==> src/rtl/cbm2_bus_sequencer.sv <==
// cbm2_bus_sequencer
// Master bus-cycle sequencer for the CBM-II system bus, clocked by clk_sys.
// Each machine cycle is a video half (vicPhase=0) followed by a CPU half
// (vicPhase=1). Every half may issue one request to the external RAM
// controller on its first cycle. If that request is still outstanding when
// the half reaches its last count, the half is held until ram_ack arrives.
// The hold lasts at most MAX_STRETCH extra cycles, after which the sequencer
// advances anyway and raises the sticky stretch_err flag.
// VIC BA/AEC DMA stalls are applied to the CPU in P2 mode only.
// Optional build macro: CBM2_SEQ_STATS_EN adds the stat_stretch and stat_dma
// saturating counters.
module cbm2_bus_sequencer #(
  parameter int PHASE_CYCLES = 16,
  parameter int MAX_STRETCH  = 64
) (
  input  logic        clk_sys,
  input  logic        reset,
  input  logic        model,
  input  logic        cpu_cs_ram,
  input  logic        cpu_we,
  input  logic        vic_ba,
  input  logic        vic_aec,
  input  logic        ram_ack,
  output logic        ram_req,
  output logic        ram_we,
  output logic        cpuHasBus,
  output logic        vicPhase,
  output logic        cpu_ce,
  output logic        cpu_rdy,
  output logic        vic_ce,
  output logic        stretch_err
`ifdef CBM2_SEQ_STATS_EN
  ,
  output logic [15:0] stat_stretch,
  output logic [15:0] stat_dma
`endif
);

  // PHASE_CYCLES is expected to be even and at least 4, so the B2 half
  // (PHASE_CYCLES/2) always has distinct first and last counts.
  localparam int CW = $clog2(PHASE_CYCLES);
  localparam int SW = $clog2(MAX_STRETCH + 1);
  localparam logic [CW-1:0] LAST_P2      = CW'(PHASE_CYCLES - 1);
  localparam logic [CW-1:0] LAST_B2      = CW'(PHASE_CYCLES / 2 - 1);
  localparam logic [SW-1:0] STRETCH_LAST = SW'(MAX_STRETCH - 1);

  typedef enum logic [1:0] {
    VID      = 2'd0,
    CPU      = 2'd1,
    HOLD_VID = 2'd2,
    HOLD_CPU = 2'd3
  } state_t;

  state_t        state;
  state_t        state_n;
  logic [CW-1:0] cnt;
  logic [CW-1:0] cnt_n;
  logic          model_q;
  logic          pending;
  logic [SW-1:0] stretch_cnt;
  logic          err_q;
  logic          rdy_q;
  logic          we_q;
  logic          bus_lost_q;

  logic          in_cpu_half;
  logic          in_hold;
  logic          vid_start;
  logic          cpu_start;
  logic          model_eff;
  logic [CW-1:0] half_last;
  logic          has_bus;
  logic          req;
  logic          pend_after;
  logic          at_end;
  logic          stretch_limit;
  logic          advance;
  logic          force_adv;
  logic          lost_now;

  // Decode the current position in the machine cycle and the half-end decision.
  always_comb begin
    in_cpu_half   = (state == CPU) || (state == HOLD_CPU);
    in_hold       = (state == HOLD_VID) || (state == HOLD_CPU);
    vid_start     = (state == VID) && (cnt == '0);
    cpu_start     = (state == CPU) && (cnt == '0);
    // The model input takes effect on the video-half entry cycle itself, so
    // the first half after a model change already uses the new length.
    model_eff     = vid_start ? model : model_q;
    half_last     = model_eff ? LAST_B2 : LAST_P2;
    has_bus       = in_cpu_half && (model_q || vic_aec);
    req           = 1'b0;
    if (!reset) begin
      if (vid_start) begin
        req = !model_eff;
      end else if (cpu_start) begin
        req = cpu_cs_ram && has_bus;
      end
    end
    // An ack in the same cycle as the request completes it immediately.
    pend_after    = (pending || req) && !ram_ack;
    at_end        = !in_hold && (cnt == half_last);
    stretch_limit = in_hold && (stretch_cnt == STRETCH_LAST);
    advance       = (at_end && !pend_after) || (in_hold && (ram_ack || stretch_limit));
    force_adv     = in_hold && !ram_ack && stretch_limit;
    lost_now      = bus_lost_q || (in_cpu_half && !has_bus);
  end

  // Next-state and next-count selection for the half-cycle sequencer.
  always_comb begin
    state_n = state;
    cnt_n   = cnt;
    if (advance) begin
      state_n = in_cpu_half ? VID : CPU;
      cnt_n   = '0;
    end else if (at_end) begin
      state_n = in_cpu_half ? HOLD_CPU : HOLD_VID;
    end else if (!in_hold) begin
      cnt_n = cnt + CW'(1);
    end
  end

  // Drive the bus-control outputs; strobes are suppressed while reset is held.
  always_comb begin
    vicPhase    = in_cpu_half;
    cpuHasBus   = has_bus;
    ram_req     = req;
    ram_we      = req && cpu_start && cpu_we;
    vic_ce      = !reset && advance && !in_cpu_half;
    cpu_ce      = !reset && advance && in_cpu_half && (rdy_q || we_q) && !lost_now;
    cpu_rdy     = rdy_q;
    stretch_err = err_q;
  end

  // State register: half type and position within the half.
  always_ff @(posedge clk_sys) begin
    if (reset) begin
      state <= VID;
      cnt   <= '0;
    end else begin
      state <= state_n;
      cnt   <= cnt_n;
    end
  end

  // Request tracking, hold timeout, sticky error and CPU-half sampled inputs.
  always_ff @(posedge clk_sys) begin
    if (reset) begin
      model_q     <= 1'b0;
      pending     <= 1'b0;
      stretch_cnt <= '0;
      err_q       <= 1'b0;
      rdy_q       <= 1'b0;
      we_q        <= 1'b0;
      bus_lost_q  <= 1'b0;
    end else begin
      pending     <= pend_after && !advance;
      stretch_cnt <= (in_hold && !advance) ? stretch_cnt + SW'(1) : '0;
      if (vid_start) begin
        model_q <= model;
      end
      if (force_adv) begin
        err_q <= 1'b1;
      end
      if (cpu_start) begin
        rdy_q      <= model_q || vic_ba;
        we_q       <= cpu_we;
        bus_lost_q <= !has_bus;
      end else if (in_cpu_half && !has_bus) begin
        bus_lost_q <= 1'b1;
      end
    end
  end

`ifdef CBM2_SEQ_STATS_EN
  logic [15:0] stretch_stat_q;
  logic [15:0] dma_stat_q;

  // Saturating counters of hold cycles and of CPU halves lost to VIC DMA.
  always_ff @(posedge clk_sys) begin
    if (reset) begin
      stretch_stat_q <= '0;
      dma_stat_q     <= '0;
    end else begin
      if (in_hold && (stretch_stat_q != 16'hFFFF)) begin
        stretch_stat_q <= stretch_stat_q + 16'd1;
      end
      if (advance && in_cpu_half && (!rdy_q || lost_now) && (dma_stat_q != 16'hFFFF)) begin
        dma_stat_q <= dma_stat_q + 16'd1;
      end
    end
  end

  assign stat_stretch = stretch_stat_q;
  assign stat_dma     = dma_stat_q;
`endif

endmodule

==> config.mk <==
export PLATFORM = sky130hd
export DESIGN_NAME = cbm2_bus_sequencer
export DESIGN_NICKNAME = d
export VERILOG_FILES = /design/src/rtl/cbm2_bus_sequencer.sv
export SDC_FILE = /design/constraint.sdc
export NUM_CORES = 1
export LEC_CHECK = 0
export ABC_AREA = 0
export CAP_MARGIN = 10
export CORE_UTILIZATION = 60
export CTS_CLUSTER_SIZE = 30
export DETAILED_ROUTE_END_ITERATION = 16
export DONT_BUFFER_PORTS = 1
export PLACE_DENSITY = 0.76
export SYNTH_ARGS = -nofsm -noshare
export SYNTH_HDL_FRONTEND = slang
export SYNTH_SLANG_ARGS = --single-unit
==> constraint.sdc <==
create_clock -name clk_sys -period 3.2 [get_ports clk_sys]
set_input_delay 0.64 -clock clk_sys [delete_from_list [all_inputs] [get_ports clk_sys]]
set_output_delay 0.64 -clock clk_sys [all_outputs]
set_load 0.01 [all_outputs]
======== Word-level counts from Yosys, hierarchy flattened ========
Index checks and enable logic that the tools add are counted.
operators by class
  $add $sub $neg .......................... 2
  equality and inequality tests ........... 5
  mux-type cells .......................... 11
  bitwise operators ....................... 3
  reductions and logical operators ........ 46
operators by type and width
  operator               number
  $logic_and A1 B1 Y1    21
  $logic_not A1 Y1       9
  $logic_or A1 B1 Y1     9
  $mux W1                8
  $add A7 B1 Y7 const B  1
  $eq A7 B6 Y1 const B   1
  $add A4 B1 Y4 const B  1
  $eq A2 B2 Y1 const B   2
  $eq A4 B4 Y1           1
  $logic_not A4 Y1       1
  $mux W2                2
  $mux W4                1
  $reduce_bool A2 Y1     2
  $reduce_or A2 Y1       2
  $not A1 Y1             3
  $eq A2 B1 Y1 const B   1
  $logic_not A2 Y1       1
  $reduce_and A2 Y1      1
storage, ports and cells
  flip-flop bits (word level) ............. 19
  input port bits ......................... 8

======== Depth between registers and ports, before layout ========
Gate-level depths: netlist of the first run.
  depth after elaboration ................. 16
  mapped depth ............................ 7
  gate-level depth less buffers ........... 7

======== Least setup slack after synthesis of the first run ========
OpenSTA, ideal clock, no wires.
  path kind ............................... input to output
  start point ............................. in vic_aec
  end point ............................... out cpu_ce
  arrival ................................. 1.540 ns
  path slack .............................. 1.020 ns
  stages .................................. 4
  cell sequence ........................... o211a_1 -> o2111ai_1 -> a31o_2 -> and4_1
on the way
  word-level cells in the longest chain between the ends .. 15
RTL lines
  item                               line  source
  start: declaration                 22    input logic vic_aec,
  $logic_or A1 B1 Y1 (*)             91    has_bus = in_cpu_half && (model_q || vic_aec);
  $logic_and A1 B1 Y1 (*)            91
  $logic_and A1 B1 Y1                97    req = cpu_cs_ram && has_bus;
  $mux W1                            96    end else if (cpu_start) begin
  $mux W1                            94    if (vid_start) begin
  $mux W1                            93    if (!reset) begin
  $logic_or A1 B1 Y1                 101   pend_after = (pending || req) && !ram_ack;
  $logic_and A1 B1 Y1                101
  $logic_not A1 Y1                   104   advance = (at_end && !pend_after) || (in_hold && (ram_ack || stretch_limit));
  $logic_and A1 B1 Y1                104
  $logic_or A1 B1 Y1                 104
  $logic_and A1 B1 Y1 (3 in series)  130   cpu_ce = !reset && advance && in_cpu_half && (rdy_q || we_q) && !lost_now;
  $logic_and A1 B1 Y1 (*)            130
  end: declaration                   28    output logic cpu_ce,
Mark *: on every way between the ends. The rest lies on a longest branch, timed or not.

======== Worst setup path after layout of the first run ========
  start point ............................. reg cnt[0]
  end point ............................... out cpu_ce
on the way
  word-level cells in the longest chain between the ends .. 15
RTL lines
  item                                   line    source
  start: declaration                     56      logic [CW-1:0] cnt;
  start signal: assignment               142     cnt <= cnt_n;
  $logic_not A4 Y1                       85, 86
  $logic_and A1 B1 Y1                    85      vid_start = (state == VID) && (cnt == '0);
  $mux W1                                n/a
  $logic_not A1 Y1                       95      req = !model_eff;
  $mux W1                                94
  $mux W1                                93
  $logic_or A1 B1 Y1                     101
  $logic_and A1 B1 Y1                    101
  $logic_not A1 Y1                       104
  $logic_and A1 B1 Y1 (*)                104
  $logic_or A1 B1 Y1 (*)                 104
  $logic_and A1 B1 Y1 (*) (4 in series)  130
Marks and branches as above.

==> results by group, run 1 <==
Synth
  • Top cell type's share of synthesized area: 0.400
  • Synth area leaders: dfxtp_1 (40%), nor2_1 (9.9%), xnor2_1 (4.6%)
  • Sequential share of the synthesized area: 0.400
  • Synth Register Bits: 19
  • Dominant synthesized flop cell: dfxtp_1
  • Mapped Area: roughly 950 um2
  • Synth unique cells: 37
  • Syn nets: 126
  • Synth warn: 0
  • Synth top cells by count: nor2_1 (25), dfxtp_1 (19), nand2_1 (8)
  • Syn Area/Cell: around 8.3 um2
  • Top cell type by total area after synthesis: dfxtp_1
  • Cell count after synthesis: approximately 120
  • Most numerous cell in the Yosys netlist: nor2_1
  • EDFF count, synth: 0
  • Async set or reset register ratio after synthesis: 0

Place
  • Hpwl dp: 1290 um
  • Placed instance area: about 950 um2
  • Port bufs: 0
  • GP Congestion: between 0.8 and 0.9

Power and ir drop
  • Sw power: about 100 uW
  • Combinational power share: 0.087
  • Pleak: between 0.0003 and 0.0004 uW
  • Flop pwr share: 0.614
  • Internal power: approximately 310 uW
  • Maximum VDD drop: just under 0.3 mV
  • Clock Power Share: 0.299
  • PwrDens: between 400 and 500 mW/mm2
  • Sw Share: 0.246

CTS
  • Clock latency on the worst-skew pair: ~0.3 ns
  • Hold buffer count at CTS: 0
  • CTS Sinks: 19
  • CTS buffer count: 3
  • CTS H-tree depth: 1
  • Post-CTS Setup Repair Bufs: 0
  • Cts repair resizes: 0
  • Deepest clock path buffer count: 2
  • Clock transition at path regs: around 0.1 ns
  • TritonCTS clock tree: built
  • CTS root buf: clkbuf_4

Critical path
  • CP max-delay cell: dfxtp_1
  • Worst r2r src: cnt[0]
  • Critical Path, Cell by Cell: clkinv_1 > ha_1 > nor4b_4 > o2111ai_1 > a31o_2 > and4_1
  • Worst Setup SP: cnt[0]
  • Reg-to-reg slack, setup: 1.53 ns
  • CP Launch Type: flip-flop
  • CP peak stage delay: between 0.3 and 0.4 ns
  • Worst endpoint data arrival time: about 1.9 ns
  • Worst Setup End Kind: output port
  • Worst setup path class: reg -> out
  • Critical path peak fanout: 5
  • Req. time, crit path: 2.56 ns

Detailed routing
  • Pre-antenna DRT Iters: 6
  • Routed length per instance: between 10 and 15 um
  • Drt initial violations: 12
  • DR vias/cell: between 5 and 6
  • Routed Antenna Nets: 0
  • # DRC: 0
  • Post-Route WL: 1640 um
  • Vias: roughly 740

Timing
  • Unrepaired setup endpoints after global routing: false
  • Worst hold slack: ~0.40 ns
  • Final Critical Period: around 2.5 ns
  • Final period util: 0.795
  • Setup TNS: 0 ns
  • Slew Viols, Final: 0
  • Max Freq: 393 MHz
  • Hold violation total from the final report: 0
  • Final setup viols: 0
  • Worst clock skew: 0.00319 ns
  • Slew HR: 0.661
  • Slew @ Worst Pin: 0.504 ns

Floorplan
  • DIE WIDTH: ~42 um
  • I/O pins: 16
  • Floorplan row count: 14
  • Die Y: 41.8 um
  • Die area: roughly 0.0017 mm2
  • Initial Util: 0.639
  • Core area: approximately 0.0015 mm2

GRT
  • Initial antenna violation count: 0
  • First-pass GRT wire length: 2780 um
  • Largest net degree at the start of global routing: 13
  • Total grt overflow: 0
  • Vias in the first global route: 678
  • Total GRT Usage: 0.209

Min path
  • Hold Path Origin: reset
  • Type of the worst min-delay path: in -> reg

Run status
  • Status: complete, no violations

Layout
  • Area grow syn2layout: 2.50%
  • Post-route cell area: 975 um2
  • Antenna diodes: 0
  • Nets@finish: 127
  • Ratio of cells with drive above 1 in the final layout: 0.0783

Job
  • Max Cap Viol: 0
-- cell type report --
| cell class | count | area, um2 |
|---|---|---|
| fillers | 129 | 514 |
| inverters | 8 | 30.0 |
| clock buffers | 4 | 26.3 |
| multi-input cells | 84 | 518 |
| flip-flops and latches | 19 | 380 |
| well taps | 16 | 20.0 |
-- logic make-up (layout without fill, tap and decap cells) --
| kind of cell | count (synthesis) | count (layout) | share of synthesized area |
|---|---|---|---|
| AOI/OAI and AO/OA | 17 | 17 | 0.126 |
| xor gates and xnor gates | 6 | 6 | 0.0553 |
| adders and majority gates | 3 | 3 | 0.0395 |
| buffers and inverters | 12 | 12 | 0.0553 |
| DFF | 19 | 19 | 0.400 |
| muxes | 1 | 1 | 0.0105 |
| and+or+nand+nor | 57 | 57 | 0.313 |
-- power groups by stage --
stage	Sequential [uW]	Combinational [uW]	Clock [uW]
floorplan	252	31.4	0
global placement	254	34.6	0
detailed placement	254	35.6	0
CTS	249	35.8	127
global route	250	40.8	132
finish	249	35.3	121
-- registers in the layout, indices dropped and copies added, names as in the netlist --
name and flops:
stretch_err 1, state 2, cpu_rdy 1, model_q 1
we_q 1, stretch_cnt 7, pending 1, cnt 4
bus_lost_q 1
-- worst max-delay path, delay by kind of cell (launching register included) --
| kind | cells | cell delay (ns) |
|---|---|---|
| AOI/OAI and AO/OA | 2 | 0.49 |
| and+or+nand+nor | 2 | 0.54 |
| buffers and inverters | 1 | 0.07 |
| DFF | 1 | 0.35 |
| adders and majority gates | 1 | 0.16 |
-- per-layer routing --
layer	part of all wire	vias up	wire length, um	track usage
met2	0.47	15	774	0.341
met5	0	-	0	0
met3	0.048	4	78	0.0478
met1	0.46	326	750	0.253
met4	0.022	0	36	0.116
li1	-	398	-	-
-- layout by cell type, fill, tap and decap left out, types with 3 or more instances in the layout --
cell / Yosys / final
clkbuf_4: 0 / 3
dfxtp_1: 19 / 19
nand2_1: 8 / 8
nor3_1: 3 / 3
xnor2_1: 5 / 5
o21ai_0: 3 / 3
inv_1: 5 / 5
a21oi_1: 5 / 5
nand3_1: 4 / 4
ha_1: 3 / 3
and3_1: 4 / 4
nor2_1: 25 / 25
-- worst paths after layout --
path / end / cells after the start
worst max register to register: state[0] / 7
worst max-delay path: cpu_ce / 6
worst min-delay path: model_q / 1
worst min register to register: stretch_cnt[0] / 1
-- stage by stage --
stage	instances	setup slack (ns)	total power, uW	util
after floorplan	115	1.02	284	-
after global placement	127	0.994	288	0.637
after detailed placement	127	0.981	290	0.637
after CTS	131	0.631	411	0.655
after global routing	131	0.457	422	0.655
final	131	0.655	405	0.655
Power figures use the tool's default switching activity.
==> run 2, diff against run 1 <==
--- a/config.mk
+++ b/config.mk
@@ -7,11 +7,11 @@
 export LEC_CHECK = 0
 export ABC_AREA = 0
 export CAP_MARGIN = 10
-export CORE_UTILIZATION = 60
+export CORE_UTILIZATION = 54
 export CTS_CLUSTER_SIZE = 30
 export DETAILED_ROUTE_END_ITERATION = 16
 export DONT_BUFFER_PORTS = 1
-export PLACE_DENSITY = 0.76
+export PLACE_DENSITY = 0.72
 export SYNTH_ARGS = -nofsm -noshare
 export SYNTH_HDL_FRONTEND = slang
 export SYNTH_SLANG_ARGS = --single-unit
==> constraint.sdc (replaced) <==
create_clock -name clk_sys -period 2.2 [get_ports clk_sys]
set_input_delay 0.44 -clock clk_sys [delete_from_list [all_inputs] [get_ports clk_sys]]
set_output_delay 0.44 -clock clk_sys [all_outputs]
set_load 0.01 [all_outputs]
==> results by group, run 2 (synthesized netlist as in run 1, its figures left out) <==
Run status
  • Status: finished with violations
  • Failing checks: design-rule violations

Detailed routing
  • Routed Antenna Nets: 0 (unchanged)
  • Drt initial violations: 5 (-7)
  • Routed length per instance: 13.0 um (+4.0%)
  • # DRC: 2 (+2)
  • Pre-antenna DRT Iters: 10 (+4)
  • DR vias/cell: 5.90 (+4.1%)
  • Post-Route WL: 1740 um (+6.4%)
  • Vias: 791 (+6.5%)

Layout
  • Antenna diodes: 0 (unchanged)
  • Reg with most FFs: stretch_cnt
  • Post-route cell area: 0.00106 mm2 (+8.3%)
  • Max FFs per register: 7 (unchanged)
  • Nets@finish: 130 (+2.4%)
  • Area grow syn2layout: 11.1%
  • Ratio of cells with drive above 1 in the final layout: 0.220 (+0.142)
  • Commonest non-fill, non-tap cell in the layout: nor2_1
  • Most frequent cells in the layout: nor2_1 (24), dfxtp_1 (13), nand2_1 (8)
  • Largest registers: stretch_cnt: 7 flops, cnt: 4 flops, state: 2 flops
  • Filler instances: 131 (+1.6%)

Floorplan
  • Initial Util: 0.603 (-0.0355)
  • Core area: 0.00158 mm2 (+5.9%)
  • DIE WIDTH: 44.0 um (+5.2%)
  • Die Y: 44.0 um (+5.2%)
  • Die area: 0.00193 mm2 (+11%)
  • I/O pins: 16 (unchanged)
  • Floorplan row count: 14 (unchanged)

Min path
  • Hold Path Origin: reset
  • Type of the worst min-delay path: in -> reg
  • Hold depth: 1 (unchanged)
  • Worst Hold Path EP: model_q

Timing
  • Slew HR: 0.706 (+0.0455)
  • Hold violation total from the final report: 0 (unchanged)
  • Final Critical Period: about 2.1 ns
  • Final setup viols: 0 (unchanged)
  • Worst hold slack: 0.190 ns (-0.207 ns)
  • Final period util: 0.973
  • Final worst slack: 0.0584 ns (-0.596 ns)
  • Max Freq: between 400 and 500 MHz
  • Slew @ Worst Pin: 0.437 ns (-0.0665 ns)
  • Setup TNS: 0 ns (unchanged)
  • Worst clock skew: 0.00348 ns (+0.000291 ns)
  • Slew Viols, Final: 0 (unchanged)
  • Unrepaired setup endpoints after global routing: true

CTS
  • CTS Sinks: 19 (unchanged)
  • Clock latency on the worst-skew pair: 0.30 ns (about the same)
  • TritonCTS clock tree: built
  • Deepest clock path buffer count: 2 (unchanged)
  • Clock transition at path regs: 0.10 ns (about the same)
  • CTS H-tree depth: 1 (unchanged)
  • CTS buffer count: 3 (unchanged)
  • CTS root buf: clkbuf_4
  • Hold buffer count at CTS: 0 (unchanged)

GRT
  • Total grt overflow: 0 (unchanged)
  • Vias in the first global route: 697 (+2.8%)
  • Total GRT Usage: 0.189 (-0.0198)
  • Largest net degree at the start of global routing: 12 (-1)
  • First-pass GRT wire length: 2730 um (-1.7%)
  • Initial antenna violation count: 0 (unchanged)

Power and ir drop
  • Maximum VDD drop: 0.498 mV (+72%)
  • Pleak: 0.000420 uW (+6.0%)
  • PwrDens: 575 mW/mm2 (+38%)

Critical path
  • Worst setup path class: reg -> out
  • Reg-to-reg slack, setup: 0.63 ns (-0.90 ns)
  • Worst endpoint data arrival time: 1.70 ns (-0.21 ns)
  • RR Endpoint: cnt[3]
  • Worst r2r src: cnt[2]
  • Req. time, crit path: 1.76 ns (-0.80 ns)
  • R2r worst-path depth: 4 (-3)
  • Worst Setup SP: cnt[3]
  • Critical path peak fanout: 6 (+1)
  • CP Launch Type: flip-flop
  • Worst Setup End Kind: output port

Place
  • Placed instance area: 963 um2 (+1.6%)
  • Placement Setup Slack: 0.273 ns (-0.708 ns)
  • GP Congestion: 0.812 (-6.1%)
  • Port bufs: 0 (unchanged)
  • Hpwl dp: 1240 um (-3.5%)

Job
  • Max Cap Viol: 0 (unchanged)
[run 2: layout make-up]
class	instances	area (um2)	share of cell area
repair buffers	3	22.5	0.0213
inverters	8	30.0	0.0284
flip-flops and latches	19	388	0.367
clock inverters	1	5.00	0.00474
clock buffers	3	22.5	0.0213
multi-input cells	84	568	0.538
well taps	16	20.0	0.0190
[run 2: worst max path at each step]
stage	to	slack [ns]	cells after the start
after floorplan	cpu_ce	0.31	6
after global placement	cpu_ce	0.28	4
after detailed placement	cpu_ce	0.27	4
after CTS	cpu_ce	-0.03	6
after global routing	vic_ce	-0.04	5
final	cpu_ce	0.06	4
[run 2: critical path, stage by stage, from the launching register on]
cell and delay (ns):
dfxtp_2 0.38, nand2b_1 0.22, a2111oi_4 0.34, a31o_2 0.24
and4_4 0.23
[run 2: metal layers]
metal / vias to the layer above / global-route usage / wire length, um
met5: - / 0 / 0
met4: 0 / 0.109 / 35
met3: 5 / 0.0292 / 70
met2: 16 / 0.319 / 805
met1: 365 / 0.227 / 833
li1: 405 / - / -
[run 2: timing repair]
item / in CTS / in global routing
resized for setup: 5 / 10
setup endpoints to repair: 3 / 3
pin swaps: 0 / 4
cloned: 0 / 0
buffers inserted: 0 / 1
[run 2: metrics by stage]
step,total power [uW],instances,util
global placement,424,129,0.611
CTS,603,133,0.648
floorplan,413,115,-
global route,635,134,0.670
finish,607,134,0.670
detailed placement,426,129,0.611
[run 2: power breakdown]
group | internal [uW] | switching, uW | total (uW) | leakage, uW
registers | 353 | 10.6 | 363 | 0.000156
clock network | 67.8 | 107 | 175 | 0.0000177
logic | 31.0 | 37.1 | 68.1 | 0.000246
total | 452 | 155 | 607 | 0.000420
==> run 3, diff against run 2 <==
==> constraint.sdc (replaced) <==
create_clock -name clk_sys -period 1.9 [get_ports clk_sys]
set_input_delay 0.38 -clock clk_sys [delete_from_list [all_inputs] [get_ports clk_sys]]
set_output_delay 0.38 -clock clk_sys [all_outputs]
set_load 0.01 [all_outputs]
==> results by group, run 3 (synthesized netlist as in run 1, its figures left out) <==
Run status
  • Status: finished with violations
  • Failing checks: design-rule violations, negative setup slack

Timing
  • Slew HR: 0.717 (+0.0110)
  • Slew Viols, Final: 0 (unchanged)
  • Hold violation total from the final report: 0 (unchanged)
  • Worst clock skew: 0.0199 ns (+0.0164 ns)
  • Slew @ Worst Pin: 0.418 ns (-0.0194 ns)
  • Final Critical Period: between 2 and 2.5 ns
  • Final setup viols: 4 (+4)
  • Setup TNS: -0.714 ns (-0.714 ns)
  • Final period util: 1.12
  • Unrepaired setup endpoints after global routing: true
  • Final worst slack: -0.227 ns (-0.286 ns)
  • Worst hold slack: 0.123 ns (-0.0674 ns)
  • Max Freq: 470 MHz

Layout
  • Most frequent cells in the layout: nor2_1 (24), dfxtp_1 (14), buf_4 (13)
  • Filler instances: 109 (-17%)
  • Largest registers: stretch_cnt: 7 flops, cnt: 4 flops, state: 2 flops
  • Register Area: 387 um2 (-0.32%)
  • Max FFs per register: 7 (unchanged)
  • Nets@finish: 143 (+10%)
  • Antenna diodes: 0 (unchanged)
  • Post-Layout Cell Count: 147 (+9.7%)
  • Area of the multi-input gates: 611 um2 (+7.5%)
  • Reg with most FFs: stretch_cnt
  • Ratio of cells with drive above 1 in the final layout: 0.321 (+0.100)
  • Commonest non-fill, non-tap cell in the layout: nor2_1
  • Area grow syn2layout: 27.9%
  • Post-route cell area: 0.00122 mm2 (+15%)

Min path
  • Hold Path Origin: reset
  • Type of the worst min-delay path: in -> reg
  • Hold depth: 1 (unchanged)
  • Worst Hold Path EP: we_q

Floorplan
  • I/O pins: 16 (unchanged)
  • Die area: 0.00193 mm2 (unchanged)
  • Floorplan row count: 14 (unchanged)
  • Core area: 0.00158 mm2 (unchanged)
  • Die Y: 44.0 um (unchanged)
  • Initial Util: 0.603 (unchanged)
  • DIE WIDTH: 44.0 um (unchanged)

Power and ir drop
  • Internal power: 577 uW (+28%)
  • Flop pwr share: 0.541 (-0.058)
  • Clock Power Share: 0.260 (-0.029)
  • Pleak: 0.000492 uW (+17%)
  • Sw Share: 0.257 (+0.00114)
  • Combinational power share: 0.200 (+0.088)
  • Sw power: 200 uW (+29%)
  • PwrDens: 639 mW/mm2 (+11%)
  • Maximum VDD drop: 0.389 mV (-22%)

Place
  • Port bufs: 0 (unchanged)
  • Placement Setup Slack: 0.0215 ns (-0.252 ns)
  • Placed instance area: 993 um2 (+3.1%)
  • GP Congestion: 0.778 (-4.2%)
  • Cells after DPL: 133 (+3.1%)
  • Hpwl dp: 1370 um (+10%)

Critical path
  • Worst r2r src: state[1]
  • Critical path peak fanout: 3 (-3)
  • Worst endpoint data arrival time: 1.75 ns (+0.05 ns)
  • Req. time, crit path: 1.52 ns (-0.24 ns)
  • RR Endpoint: cnt[3]
  • R2r worst-path depth: 4 (unchanged)
  • Reg-to-reg slack, setup: 0.21 ns (-0.42 ns)
  • CP Launch Type: flip-flop
  • Worst setup path class: reg -> out
  • Worst Setup End Kind: output port

GRT
  • Initial antenna violation count: 0 (unchanged)
  • Vias in the first global route: 818 (+17%)
  • Largest net degree at the start of global routing: 12 (unchanged)
  • Total GRT Usage: 0.249 (+0.0596)
  • Total grt overflow: 0 (unchanged)
  • First-pass GRT wire length: 3440 um (+26%)

Detailed routing
  • DR vias/cell: 5.83 (-1.2%)
  • Routed length per instance: 14.9 um (+14%)
  • Pre-antenna DRT Iters: 10 (unchanged)
  • Drt initial violations: 12 (+7)
  • Post-Route WL: 2180 um (+25%)
  • Routed Antenna Nets: 0 (unchanged)
  • Vias: 857 (+8.3%)
  • # DRC: 2 (unchanged)

CTS
  • Clock transition at path regs: 0.11 ns (about the same)
  • Deepest clock path buffer count: 2 (unchanged)
  • TritonCTS clock tree: built
  • CTS H-tree depth: 1 (unchanged)
  • CTS Sinks: 19 (unchanged)
  • Clock latency on the worst-skew pair: 0.31 ns (about the same)
  • CTS buffer count: 3 (unchanged)
  • CTS root buf: clkbuf_4

Job
  • Max Cap Viol: 0 (unchanged)
[run 3: worst max-delay path, cell delays in order, from the launching register on]
cell,delay (ns)
dfxtp_2,0.33
clkinv_1,0.08
ha_4,0.13
nor4b_4,0.23
buf_4,0.19
buf_6,0.10
inv_4,0.04
nor4_4,0.19
buf_4,0.16
[run 3: worst max-delay path by stage]
| stage | from | endpoint | slack [ns] | cells past startpoint |
|---|---|---|---|---|
| finish | cnt[0] | ram_we | -0.23 | 8 |
| detailed placement | cnt[3] | cpu_ce | 0.02 | 4 |
| CTS | cnt[1] | ram_we | -0.21 | 7 |
| floorplan | cnt[0] | cpu_ce | 0.07 | 6 |
| global placement | cnt[3] | cpu_ce | 0.05 | 4 |
| global route | cnt[1] | ram_we | -0.32 | 8 |
[run 3: per-layer routing]
metal	wire length (um)	global-route usage	vias up
met5	0	0	-
met4	63	0.152	0
met3	106	0.0625	8
met2	1140	0.457	22
met1	872	0.249	399
li1	-	-	428
[run 3: cell type report]
type,count,area share
inverters,8,0.0267
clock buffers,4,0.0216
well taps,16,0.0165
multi-input cells,84,0.502
repair buffers,16,0.115
flip-flops and latches,19,0.318
[run 3: stage by stage]
step	total power, uW	util
3_5_place_dp	498	0.630
5_1_grt	807	0.771
3_3_place_gp	495	0.630
2_1_floorplan	478	-
4_1_cts	756	0.748
6_report	777	0.771
[run 3: power groups by stage]
stage          Clock, uW  Combinational (uW)  Sequential, uW
2_1_floorplan          0                52.9             425
3_3_place_gp           0                68.3             426
3_5_place_dp           0                70.6             427
4_1_cts              207                 131             418
5_1_grt              219                 166             422
6_report             202                 155             420
[run 3: what timing repair did]
item	4_1_cts	5_1_grt
pin swaps	4	3
buffers inserted	9	1
hold buffers	0	0
endpoints found under the setup margin	4	4
gates resized for setup	20	5
